## src/rtl/program_loader_pkg.sv

```systemverilog
// program_loader_pkg
//
// Purpose:
//   Shared definitions for the instruction-memory loader.
//   - word_t:          the 32-bit instruction word type.
//   - loader_state_t:  the loader FSM states.
//   - length_in_range: decides whether a header length describes an image that
//                      fits in the instruction memory.
//
// Ports: none (package).
package program_loader_pkg;

  typedef logic [31:0] word_t;

  typedef enum logic [2:0] {
    HDR,
    LOAD,
    CHECK,
    DONE,
    ERROR
  } loader_state_t;

  // Index of the last byte of a word inside the byte packer.
  localparam logic [1:0] LAST_BYTE_IDX = 2'd3;

  // A length is usable only when it is non-zero and no larger than the memory
  // depth. The compare is done at 33 bits so the whole 32-bit length counts:
  // a huge length whose low bits look small must still be rejected.
  function automatic logic length_in_range(input word_t len,
                                           input int unsigned addr_width);
    logic [32:0] depth;
    depth = 33'd1 << addr_width;
    return (len != '0) && ({1'b0, len} <= depth);
  endfunction

endpackage

```

## src/rtl/program_loader_byte_packer.sv

```systemverilog
// byte_packer
//
// Purpose:
//   Packs a little-endian byte stream into 32-bit words. Each accepted byte is
//   shifted in at the top, so after four bytes b0..b3 the word is {b3,b2,b1,b0}.
//   The completed word is presented combinationally on word_next together with
//   word_complete, so the owner can capture it on the same edge that accepts
//   the 4th byte. The byte index wraps 3 -> 0 by itself, so the same packer is
//   reused for the length header and for every payload word.
//
// Ports:
//   clock         in   rising-edge clock
//   reset         in   asynchronous active-low reset
//   shift_en      in   a byte is accepted this cycle
//   byte_in       in   the byte being accepted
//   word_next     out  word including byte_in (valid when word_complete)
//   byte_idx      out  number of bytes already held for the current word (0..3)
//   word_complete out  shift_en on the 4th byte of a word
module byte_packer
  import program_loader_pkg::*;
(
  input  logic       clock,
  input  logic       reset,
  input  logic       shift_en,
  input  logic [7:0] byte_in,
  output word_t      word_next,
  output logic [1:0] byte_idx,
  output logic       word_complete
);

  word_t word_q;

  assign word_next     = {byte_in, word_q[31:8]};
  assign word_complete = shift_en && (byte_idx == LAST_BYTE_IDX);

  // Shift register and byte counter; the counter wraps so no explicit clear
  // is needed between the header and the payload words.
  always_ff @(posedge clock or negedge reset) begin
    if (!reset) begin
      word_q   <= '0;
      byte_idx <= '0;
    end else if (shift_en) begin
      word_q   <= word_next;
      byte_idx <= byte_idx + 2'd1;
    end
  end

endmodule

```

## src/rtl/program_loader.sv

```systemverilog
// program_loader
//
// Purpose:
//   Writer side of the instruction memory. Takes a framed program image from a
//   byte stream (valid/ready), writes it word by word into the instruction
//   memory and keeps the core in reset until the image has been loaded and its
//   XOR checksum has matched.
//
//   Frame: 4-byte little-endian word count L, L*4 payload bytes (words are
//   little-endian), then one checksum byte = XOR of all payload bytes.
//
// Parameters:
//   ADDR_WIDTH      word-address bits of the instruction memory
//   TIMEOUT_CYCLES  idle cycles allowed between bytes mid-frame, 0 = never
//
// Ports:
//   clock         in   rising-edge clock
//   reset         in   asynchronous active-low reset
//   byte_valid    in   byte_data holds a valid byte
//   byte_data     in   stream byte
//   byte_ready    out  loader accepts a byte this cycle
//   imem_we       out  write strobe, one cycle per word
//   imem_addr     out  word address of the write
//   imem_wdata    out  word to write
//   core_hold     out  1 = keep the pipeline in reset
//   load_done     out  sticky: image loaded and checksum matched
//   load_error    out  sticky: frame rejected
//   words_loaded  out  number of words written so far
module program_loader
  import program_loader_pkg::*;
#(
  parameter int unsigned ADDR_WIDTH     = 10,
  parameter int unsigned TIMEOUT_CYCLES = 0
) (
  input  logic                  clock,
  input  logic                  reset,
  input  logic                  byte_valid,
  input  logic [7:0]            byte_data,
  output logic                  byte_ready,
  output logic                  imem_we,
  output logic [ADDR_WIDTH-1:0] imem_addr,
  output word_t                 imem_wdata,
  output logic                  core_hold,
  output logic                  load_done,
  output logic                  load_error,
  output logic [ADDR_WIDTH:0]   words_loaded
);

  // The idle counter fires when it is about to step from LIMIT-1 to LIMIT,
  // so the error shows exactly TIMEOUT_CYCLES cycles after the last byte.
  localparam logic  TIMEOUT_EN = (TIMEOUT_CYCLES != 0);
  localparam word_t IDLE_LAST  = word_t'(TIMEOUT_CYCLES) - 32'd1;

  loader_state_t       state;
  word_t               length_q;
  logic [7:0]          checksum_q;
  word_t               idle_cnt;

  logic                accept;
  logic                shift_en;
  logic                word_complete;
  logic [1:0]          byte_idx;
  word_t               packed_word;
  logic [ADDR_WIDTH:0] words_next;
  logic                last_word;
  logic                idle_counting;

  assign accept     = byte_valid && byte_ready;
  assign shift_en   = accept && ((state == HDR) || (state == LOAD));
  assign words_next = words_loaded + {{ADDR_WIDTH{1'b0}}, 1'b1};

  // The word count is compared against the full 32-bit length.
  assign last_word  = (32'(words_next) == length_q);

  // In HDR the timeout only runs once a frame has actually started; with no
  // byte received the loader waits for the host indefinitely.
  assign idle_counting = TIMEOUT_EN &&
                         ((state == LOAD) || (state == CHECK) ||
                          ((state == HDR) && (byte_idx != 2'd0)));

  byte_packer u_packer (
    .clock         (clock),
    .reset         (reset),
    .shift_en      (shift_en),
    .byte_in       (byte_data),
    .word_next     (packed_word),
    .byte_idx      (byte_idx),
    .word_complete (word_complete)
  );

  // Loader FSM with all outputs registered. The write of a finished word is
  // issued on the edge that accepts its 4th byte, so imem_we is high for the
  // following cycle; the write therefore lands before any checksum byte can
  // be accepted, without ever throttling byte_ready. The timeout check sits
  // after the state case so it overrides it, but it only acts on cycles
  // without an accepted byte, when the case made no transition anyway.
  always_ff @(posedge clock or negedge reset) begin
    if (!reset) begin
      state        <= HDR;
      byte_ready   <= 1'b0;
      imem_we      <= 1'b0;
      imem_addr    <= '0;
      imem_wdata   <= '0;
      core_hold    <= 1'b1;
      load_done    <= 1'b0;
      load_error   <= 1'b0;
      words_loaded <= '0;
      length_q     <= '0;
      checksum_q   <= '0;
      idle_cnt     <= '0;
    end else begin
      imem_we <= 1'b0;

      case (state)
        HDR: begin
          byte_ready <= 1'b1;
          if (word_complete) begin
            length_q   <= packed_word;
            checksum_q <= '0;
            if (length_in_range(packed_word, ADDR_WIDTH)) begin
              state <= LOAD;
            end else begin
              state      <= ERROR;
              load_error <= 1'b1;
              byte_ready <= 1'b0;
            end
          end
        end

        LOAD: begin
          if (accept) begin
            checksum_q <= checksum_q ^ byte_data;
            if (word_complete) begin
              imem_we      <= 1'b1;
              imem_addr    <= words_loaded[ADDR_WIDTH-1:0];
              imem_wdata   <= packed_word;
              words_loaded <= words_next;
              if (last_word) begin
                state <= CHECK;
              end
            end
          end
        end

        CHECK: begin
          if (accept) begin
            byte_ready <= 1'b0;
            if (byte_data == checksum_q) begin
              state     <= DONE;
              load_done <= 1'b1;
              core_hold <= 1'b0;
            end else begin
              state      <= ERROR;
              load_error <= 1'b1;
            end
          end
        end

        DONE: begin
          byte_ready <= 1'b0;
        end

        ERROR: begin
          byte_ready <= 1'b0;
        end

        default: begin
          state      <= ERROR;
          load_error <= 1'b1;
          byte_ready <= 1'b0;
        end
      endcase

      if (accept) begin
        idle_cnt <= '0;
      end else if (idle_counting) begin
        if (idle_cnt == IDLE_LAST) begin
          state      <= ERROR;
          load_error <= 1'b1;
          byte_ready <= 1'b0;
        end else begin
          idle_cnt <= idle_cnt + 32'd1;
        end
      end
    end
  end

endmodule

```

## config.mk

```make
export PLATFORM = sky130hd
export DESIGN_NAME = program_loader
export DESIGN_NICKNAME = d
export VERILOG_FILES = /design/src/rtl/program_loader_pkg.sv /design/src/rtl/program_loader_byte_packer.sv /design/src/rtl/program_loader.sv
export SDC_FILE = /design/constraint.sdc
export NUM_CORES = 1
export LEC_CHECK = 0
export CORE_MARGIN = 1.5
export CORE_UTILIZATION = 36
export CTS_BUF_LIST = sky130_fd_sc_hd__clkbuf_16
export DETAILED_ROUTE_END_ITERATION = 7
export HOLD_SLACK_MARGIN = 0.15
export PLACE_DENSITY_LB_ADDON = 0.25
export SYNTH_ARGS = -nofsm -noshare
export SYNTH_HDL_FRONTEND = slang
export SYNTH_HIERARCHICAL = 1
export SYNTH_SLANG_ARGS = --single-unit
```

## constraint.sdc

```tcl
create_clock -name clock -period 5 [get_ports clock]
set_clock_uncertainty 0.1 [all_clocks]
set_input_delay 1.25 -clock clock [delete_from_list [all_inputs] [get_ports clock]]
set_output_delay 1.25 -clock clock [all_outputs]
set_load 0.02 [all_outputs]
```

==> summary.md, run 1 <==
| Metric | Value |
|---|---|
| Status | `finished, final reports clean` |
| Root buffer cell | `clkbuf_16` |
| Setup bufs post-CTS | `0` |
| Fraction of registers with async set/reset | `100%` |
| Power Total | `between 0.003 and 0.004 W` |
| Initial antenna violation count | `0` |
| Fill count | `between 1000 and 1500` |
| Synth Instances | `517` |
| Vias in the first global route | `3992` |
| Drt via density | `4.85` |
| Drt pass-1 iters | `4` |
| CP max FO | `12` |
| Syn nets | `530` |
| Crit end category | `register` |
| HPWL Detailed | `approximately 8800 um` |
| GP Congestion | `0.780` |
| Setup violations, final | `0` |
| Max Clk Rate | `~0.26 GHz` |
| Worst hold path class | `reg2reg` |
| Post-Syn Area per Cell | `11.0 sq um` |
| Rows | `45` |
| Largest net degree at the start of global routing | `66` |
| Crit path DAT | `4.10 ns` |
| CTS sink cnt | `127` |
| Leak | `3.22 nW` |
| Diode count | `0` |
| Gr usage total | `17.0%` |
| Share of layout cells above drive strength 1 | `~17%` |
| Die height | `129 um` |
| Final instance area | `7060 sq um` |
| Clock tree from TritonCTS | `built` |
| Nets | `591` |
| RSZ-0062 raised after global routing | `no` |
| Total of max-cap violations | `0` |
| Final period util | `78.1%` |
| Period minus WS final | `3.91 ns` |
| Dpl cell area | `6500 sq um` |
| Die width | `between 100 and 150 um` |
| CTS Buf Count | `17` |
| DIE AREA | `16500 sq um` |
| Number of synthesized flops with an enable pin | `0` |
| Top cells by area, synth | `dfrtp_1 55%, nand2_1 9.1%, mux2_2 7.7%` |
| Peak supply drop | `approximately 0.27 mV` |
| Core ar. | `15300 sq um` |
| Io pins | `69` |
| Synth Warn # | `6` |
| Worst Slack Setup Final | `between 1 and 1.5 ns` |
| Slew @ Worst Pin | `a little over 0.8 ns` |
| DR WL/cell | `16.3 um` |
| Post-route ant nets | `0` |
| Remaining global-route overflow | `0` |
| Post-Layout Cell Count | `802` |
| Worst Path Required | `between 5 and 6 ns` |
| DP Worst Slack | `roughly 0.7 ns` |
| Relative slew slack | `between 40% and 50%` |
| #FFs+latches synth | `127` |
| Worst setup path class | `in2reg` |
| Max Slew Vio Count | `0` |
| Post-CTS Hold Buffers | `0` |
| Clk pin slew, worst setup/hold paths | `0.06 ns` |
| DR vias | `between 3000 and 4000` |
| PostCTS Resize Cnt | `0` |
| Post-route DRC | `0` |
| Count of different cell masters after synthesis | `46` |
| Port Buffers | `68` |
| Final hold vios | `0` |
| Post-Syn Area | `5680 sq um` |
| Clk_lat worst skew | `approximately 0.42 ns` |
| CTS HTree Levels | `4` |
| Synth area leader | `dfrtp_1` |
| TNS Setup | `0 ns` |
| DRT Wirelength | `13100 um` |
| Pwr dens | `471 nW/um^2` |
| P&R area growth vs syn | `24.2%` |
| Synth Flop Type | `dfrtp_1` |
| Number of DRC markers in iteration 0 | `189` |
| Register area share after synthesis | `55.9%` |
| Worst Setup Start Kind | `primary input` |
| Global-route wire length before repair | `about 21000 um` |
| Initial Util | `37.1%` |
| Inst Count DP | `770` |
| Post-synth top area share | `55.5%` |
| CTS max path bufs | `2` |
==> synthesized netlist by cell type (all sizes together) (3+ instances only) <==
library cell	n
clkbuf	22
nor4	12
mux2	58
o31a	3
a22o	9
or2	3
nor3	6
or4	4
nor2	9
dfrtp	126
nor2b	3
xor2	16
o21ai	17
nand2b	5
xnor2	16
nand2	138
nand4	17
buf	14
inv	10
nand3	5
==> routing by layer <==
layer	up-vias	track usage, %	share of wire, %
met2	83	26.6	47
met5	-	0	0
met4	0	6.87	1.2
met3	14	4.57	3.4
li1	1871	-	-
met1	1920	22.5	48
==> cell usage in the layout, fill, tap and decap left out, types with 3 or more instances in the layout <==
cell / count
nor2_1: 9
mux2_2: 39
nand3_1: 5
dfrtp_1: 126
o21ai_0: 17
mux2_4: 18
xor2_1: 16
nand2_1: 138
inv_1: 11
clkinv_2: 4
a22o_1: 8
o31a_1: 3
nand2b_1: 5
or2_2: 3
or4_1: 4
nand4_1: 17
xnor2_1: 16
buf_4: 11
clkinv_1: 4
clkinvlp_4: 4
nor4_1: 12
clkdlybuf4s50_1: 67
nor2b_1: 3
clkbuf_16: 17
nor3_1: 4
==> where the power goes <==
part	switching [W]	total (W)	internal, W
combinational	0.000221	0.000598	0.000377
clock	0.000450	0.00117	0.000718
sequential	0.000285	0.00156	0.00127
total	0.000956	0.00332	0.00237
==> flip-flops by register name (all words and copies together) (netlist names) <==
| name | flops |
|---|---|
| checksum_q | 8 |
| byte_ready | 1 |
| state | 3 |
| words_loaded | 11 |
| u_packer/byte_idx | 2 |
| load_done | 1 |
| u_packer/word_q | 24 |
| length_q | 32 |
| imem_addr | 10 |
| load_error | 1 |
| imem_wdata | 32 |
| core_hold | 1 |
| imem_we | 1 |
==> critical path: stages <==
cell,delay [ns]
clkdlybuf4s50_1,0.74
nand2_1,0.22
nor3_2,0.18
and2_1,0.22
nor4b_1,0.29
nand4_1,0.12
nor4_1,0.29
nand4_1,0.13
o31a_1,0.33
mux2_1,0.32
==> cell families after synthesis <==
family	synth area share, %
AOI/OAI and AO/OA	4.76
xor gates and xnor gates	4.93
adders and majority gates	0.440
buffers and inverters	4.29
DFF	55.9
muxes	12.7
and+or+nand+nor	17.0
==> layout make-up <==
class / instances / area [sq um] / area share, %
timing repair buffer: 78 / 753 / 10.7
clock inverter: 15 / 129 / 1.83
inverter: 10 / 37.5 / 0.532
multi-input combinational: 344 / 2270 / 32.2
clock buffer: 17 / 425 / 6.03
sequential: 127 / 3180 / 45.0
tap: 211 / 264 / 3.74
==> path summary, 6_finish.rpt <==
check	from	endpoint	slack (ns)	cells after the start
hold reg to reg	imem_addr[8]	imem_addr[8]	0.37	2
max in group asynchronous	reset	length_q[11]	3.00	2
setup / recovery	byte_valid	state[0]	1.09	10
min in group asynchronous	reset	imem_we	0.84	1
hold / removal	imem_addr[8]	imem_addr[8]	0.37	2
setup reg to reg	byte_ready	state[0]	2.05	9
==> per-stage QoR <==
stage / util (%) / hold WS (ns)
2_1_floorplan: - / 0.348
3_3_place_gp: 42.5 / 0.356
3_5_place_dp: 42.5 / 0.361
4_1_cts: 46.1 / 0.376
5_1_grt: 46.1 / 0.398
6_report: 46.1 / 0.373
(Power assumes the default switching activity.)
==> run 2, diff against run 1 <==
- clock period: 5 -> 3.7 ns (I/O delays scaled with it)
==> run 2 against run 1 <==
- sequential power is 35% higher
- via count grew 2.8%
- first-iteration DRC count grew 13%
- die area stayed put
- sequential share of layout area fell by 0.056 points
- clock power up 25%
- largest cell class unchanged
==> summary.md, run 2 (synthesis results as in run 1) <==
| Metric | Value |
|---|---|
| Die height | `129 um (unchanged)` |
| Final hold vios | `0 (unchanged)` |
| CP max stage cell | `clkdlybuf4s50_1` |
| DR vias | `3995 (+2.8%)` |
| DIE AREA | `16500 sq um (unchanged)` |
| Status | `finished, final reports clean` |
| HPWL Detailed | `8770 um (+0.11%)` |
| Slowest cell delay on critical path | `0.48 ns (-0.26 ns)` |
| Setup bufs post-CTS | `0 (unchanged)` |
| Dpl cell area | `6550 sq um (+0.73%)` |
| Period minus WS final | `between 3 and 4 ns` |
| CP max FO | `4 (-8)` |
| Relative slew slack | `52.4% (+7.3 points)` |
| Drt pass-1 iters | `5 (+1)` |
| Buffers and inverters on the worst path | `1 (unchanged)` |
| Max Slew Vio Count | `0 (unchanged)` |
| Leak | `3.25 nW (+1.1%)` |
| Worst hold path class | `in2async` |
| CP Cell Sequence | `clkdlybuf4s50_1 -> nand2_1 -> nor3_2 -> and2_1 -> nor4b_1 -> nand4_1 -> nor4_1 -> nand4_1 -> o31a_1 -> mux2_1` |
| Worst Path Required | `3.89 ns (-1.31 ns)` |
| Clk pin slew, worst setup/hold paths | `0.06 ns (about the same)` |
| Worst Slack Setup Final | `0.485 ns (-0.609 ns)` |
| Rows | `45 (unchanged)` |
| Post-route DRC | `0 (unchanged)` |
| Global-route wire length before repair | `21400 um (+1.0%)` |
| Fill count | `1438 (-1.4%)` |
| Cells on worst reg2reg path | `9 (unchanged)` |
| Nets | `594 (+0.51%)` |
| Critical Path Most Common Cell | `nand4_1` |
| Die width | `129 um (unchanged)` |
| Critical path depth | `10 (unchanged)` |
| Drt via density | `4.96 (+2.4%)` |
| Core ar. | `15300 sq um (unchanged)` |
| Clock tree from TritonCTS | `built` |
| TNS Setup | `0 ns (unchanged)` |
| CTS Buf Count | `17 (unchanged)` |
| Final period util | `86.9%` |
| Slew @ Worst Pin | `0.712 ns (-0.112 ns)` |
| Crit path DAT | `3.41 ns (-0.69 ns)` |
| DRT Wirelength | `13100 um (-0.11%)` |
| Peak supply drop | `0.366 mV (+35%)` |
| Initial antenna violation count | `0 (unchanged)` |
| Setup violations, final | `0 (unchanged)` |
| Root buffer cell | `clkbuf_16` |
| Top flop regs | `imem_wdata x32, length_q x32, u_packer/word_q x24` |
| CTS sink cnt | `127 (unchanged)` |
| Worst Setup Start Kind | `primary input` |
| DR WL/cell | `16.2 um (-0.49%)` |
| CTS max path bufs | `2 (unchanged)` |
| Largest net degree at the start of global routing | `63 (-4.5%)` |
| Share of layout cells above drive strength 1 | `17.3% (-0.088 points)` |
| Total of max-cap violations | `0 (unchanged)` |
| FF-to-FF setup slack | `0.73 ns (-1.32 ns)` |
| Vias in the first global route | `4106 (+2.9%)` |
| Most frequent cells in the layout | `138 x nand2_1, 126 x dfrtp_1, 67 x clkdlybuf4s50_1` |
| RSZ-0062 raised after global routing | `no` |
| Initial Util | `37.1% (unchanged)` |
| Top delay family on crit path | `simple AND/OR/NAND/NOR gates` |
| GP Congestion | `0.768 (-1.6%)` |
| Max Clk Rate | `0.311 GHz` |
| Io pins | `69 (unchanged)` |
| Port Buffers | `68 (unchanged)` |
| Number of DRC markers in iteration 0 | `214 (+13%)` |
| Pwr dens | `619 nW/um^2 (+31%)` |
| Worst setup path class | `in2reg` |
| Post-route ant nets | `0 (unchanged)` |
| Hold WS | `0.366 ns (-0.00722 ns)` |
| Diode count | `0 (unchanged)` |
| PostCTS Resize Cnt | `0 (unchanged)` |
| Remaining global-route overflow | `0 (unchanged)` |
| Post-CTS Hold Buffers | `0 (unchanged)` |
| Commonest non-fill, non-tap cell in the layout | `nand2_1` |
| DP Worst Slack | `0.174 ns (-0.537 ns)` |
| Crit end category | `register` |
| CTS HTree Levels | `4 (unchanged)` |
| Clk_lat worst skew | `0.41 ns (about the same)` |
| Power Total | `0.00437 W (+32%)` |
| P&R area growth vs syn | `24.4%` |
| Final instance area | `7070 sq um (+0.12%)` |
| Gr usage total | `17.0% (-0.027 points)` |
-- run 2: cell types whose count changed in the layout (fill, tap and decap cells not counted), sizes merged --
cell and change:
inv +4, clkinvlp -4, clkinv +1, buf +3
bufinv -1
-- run 2: worst paths after layout --
kind / start / endpoint
hold / removal: reset / imem_wdata[6]
min in group clock: load_done / load_done
setup / recovery: byte_valid / state[0]
max in group asynchronous: reset / imem_wdata[20]
setup reg to reg: byte_ready / state[0]
hold reg to reg: load_done / load_done
-- run 2: area by class of cell --
type,instances,area [sq um],area share (%)
sequential,127,3180,45.0
multi-input combinational,344,2270,32.1
timing repair buffer,81,801,11.3
clock buffer,17,425,6.02
tap,211,264,3.74
clock inverter,15,90.1,1.27
inverter,10,37.5,0.531
-- run 2: stage by stage --
stage,instances,util (%)
6_report,805,46.1
5_1_grt,805,46.1
3_3_place_gp,773,42.8
4_1_cts,805,46.1
3_5_place_dp,773,42.8
2_1_floorplan,517,-
-- run 2: power by group --
part / switching (W) / internal, W
clock: 0.000565 / 0.000892
sequential: 0.000376 / 0.00172
combinational: 0.000302 / 0.000514
total: 0.00124 / 0.00313
-- run 2: metal layers --
metal  global-route usage, %  vias up  wire length (um)
met4                    6.61        0               201
li1                        -     1874                 -
met1                    21.6     2025              6070
met5                       0        -                 0
met3                    4.12       14               481
met2                    28.1       82              6330
==> run 3, diff against run 2 <==
- DONT_BUFFER_PORTS: default -> 1
- SLEW_MARGIN: default -> 20
==> run 3 against run 2 <==
- sequential share of layout area rose by 4.6 points
- die area did not move
- utilization fell by 4.3 points
- first-iteration DRC count fell by 41%
- setup slack improved by 0.54 ns
- critical path depth did not move
==> summary.md, run 3 (synthesis results as in run 1) <==
| Metric | Value |
|---|---|
| Post-route DRC | `0 (unchanged)` |
| Most frequent cells in the layout | `138 x nand2_1, 126 x dfrtp_1, 39 x mux2_2` |
| Initial antenna violation count | `0 (unchanged)` |
| Final hold vios | `0 (unchanged)` |
| Number of DRC markers in iteration 0 | `126 (-41%)` |
| Root buffer cell | `clkbuf_16` |
| Remaining global-route overflow | `0 (unchanged)` |
| CTS HTree Levels | `4 (unchanged)` |
| Clock tree from TritonCTS | `built` |
| Initial Util | `37.1% (unchanged)` |
| Max Slew Vio Count | `0 (unchanged)` |
| RSZ-0062 raised after global routing | `no` |
| CTS max path bufs | `2 (unchanged)` |
| Hold WS | `0.108 ns (-0.258 ns)` |
| Total of max-cap violations | `0 (unchanged)` |
| PostCTS Resize Cnt | `0 (unchanged)` |
| Peak supply drop | `0.355 mV (-3.1%)` |
| DIE AREA | `16500 sq um (unchanged)` |
| Max Clk Rate | `0.373 GHz (+20%)` |
| Die height | `129 um (unchanged)` |
| P&R area growth vs syn | `12.7%` |
| Largest net degree at the start of global routing | `128 (+100%)` |
| Worst hold path class | `in2async` |
| Switching part of the total power | `26.9% (-1.5 points)` |
| Period minus WS final | `2.68 ns (-0.536 ns)` |
| Top flop regs | `imem_wdata x32, length_q x32, u_packer/word_q x24` |
| CTS sink cnt | `127 (unchanged)` |
| Worst Path Required | `3.90 ns (about the same)` |
| Drt pass-1 iters | `4 (-1)` |
| Clock group share of total power | `37.4% (+4.1 points)` |
| FF-to-FF setup slack | `1.02 ns (+0.29 ns)` |
| Commonest non-fill, non-tap cell in the layout | `nand2_1` |
| Leak | `3.00 nW (-7.8%)` |
| Slew @ Worst Pin | `0.794 ns (+0.0817 ns)` |
| Reg power frac | `46.0% (-2.0 points)` |
| Worst setup path class | `reg2reg` |
| Diode count | `0 (unchanged)` |
| Cell internal pwr | `0.00332 W (+6.0%)` |
| Nets | `520 (-12%)` |
| Global-route wire length before repair | `21400 um (about the same)` |
| Die width | `129 um (unchanged)` |
| Drt via density | `5.09 (+2.6%)` |
| Power Total | `0.00454 W (+3.8%)` |
| Clk pin slew, worst setup/hold paths | `0.05 ns (about the same)` |
| GP Congestion | `0.749 (-2.4%)` |
| DRT Wirelength | `12900 um (-1.1%)` |
| Final period util | `72.4% (-14 points)` |
| Setup violations, final | `0 (unchanged)` |
| DP Worst Slack | `0.715 ns (+0.541 ns)` |
| Vias in the first global route | `3940 (-4.0%)` |
| TNS Setup | `0 ns (unchanged)` |
| DR vias | `3723 (-6.8%)` |
| HPWL Detailed | `8360 um (-4.6%)` |
| Crit path DAT | `2.88 ns (-0.53 ns)` |
| Status | `finished, final reports clean` |
| Pwr dens | `708 nW/um^2 (+14%)` |
| Gr usage total | `17.1% (+0.12 points)` |
| CTS Buf Count | `17 (unchanged)` |
| Setup bufs post-CTS | `0 (unchanged)` |
| Worst Slack Setup Final | `1.02 ns (+0.536 ns)` |
| Post-route ant nets | `0 (unchanged)` |
| Io pins | `69 (unchanged)` |
| Net Switching | `0.00122 W (-1.8%)` |
| Crit end category | `register` |
| Core ar. | `15300 sq um (unchanged)` |
| Relative slew slack | `46.8% (-5.5 points)` |
| DR WL/cell | `17.7 um (+8.9%)` |
| Share of layout cells above drive strength 1 | `19.4% (+2.1 points)` |
| Clk_lat worst skew | `0.42 ns (about the same)` |
| Worst Setup Start Kind | `register` |
| Rows | `45 (unchanged)` |
| Port Buffers | `0 (-100%)` |
| CP max FO | `14 (+10)` |
| Logic pwr share | `16.6% (-2.1 points)` |
==> run 3: cell count changes in the layout (fill, tap and decap cells not counted), sizes merged <==
| cell | change |
|---|---|
| buf | -7 |
| bufinv | +3 |
| clkdlybuf4s50 | -67 |
| clkinv | -1 |
| clkinvlp | +2 |
| inv | -4 |
==> run 3: power groups by stage <==
stage	Combinational (W)	Sequential, W	Clock (W)
2_1_floorplan	0.000690	0.00195	0
3_3_place_gp	0.000733	0.00211	0
3_5_place_dp	0.000753	0.00212	0
4_1_cts	0.000757	0.00210	0.00173
5_1_grt	0.000828	0.00215	0.00180
6_report	0.000753	0.00209	0.00170
==> run 3: worst paths after layout <==
path | start | endpoint | cells past startpoint
worst max-delay path | byte_ready | state[0] | 10
worst min-delay path | reset | imem_we | 0
worst max register to register | byte_ready | state[0] | 10
worst min register to register | u_packer/byte_idx[0] | u_packer/byte_idx[0] | 1
max in group asynchronous | reset | core_hold | 0
min in group clock | u_packer/byte_idx[0] | u_packer/byte_idx[0] | 1
==> run 3: metrics by stage <==
stage,utilization (%),cell area [sq um],instances
finish,41.8,6400,731
global route,41.8,6400,731
CTS,41.8,6400,731
detailed placement,37.9,5800,699
global placement,37.9,5800,699
floorplan,-,5680,517
==> run 3: area by class of cell <==
| cell class | count | area (sq um) |
|---|---|---|
| Timing Repair Buffer | 7 | 52.6 |
| Inverter | 10 | 37.5 |
| Tap cell | 211 | 264 |
| Multi-Input combinational cell | 344 | 2270 |
| Clock inverter | 15 | 176 |
| Clock buffer | 17 | 425 |
| Sequential cell | 127 | 3180 |
| Fill cell | 1477 | 8910 |
==> run 3: metal layers <==
layer	share of wire [%]	global-route usage [%]	wire length, um	vias to the layer above
met5	0	0	0	-
met4	1.2	6.48	149	0
met3	5.2	5.32	667	15
met2	48	27.0	6250	78
met1	45	22.1	5870	1895
li1	-	-	-	1735
==> run 3: critical path, cell delays in order, from the launching register on <==
cell	delay [ns]
dfrtp_1	0.32
buf_4	0.22
nand2_1	0.16
nor3_2	0.14
and2_1	0.21
nor4b_1	0.25
nand4_1	0.12
nor4_1	0.27
nand4_1	0.13
o31a_1	0.33
mux2_1	0.31
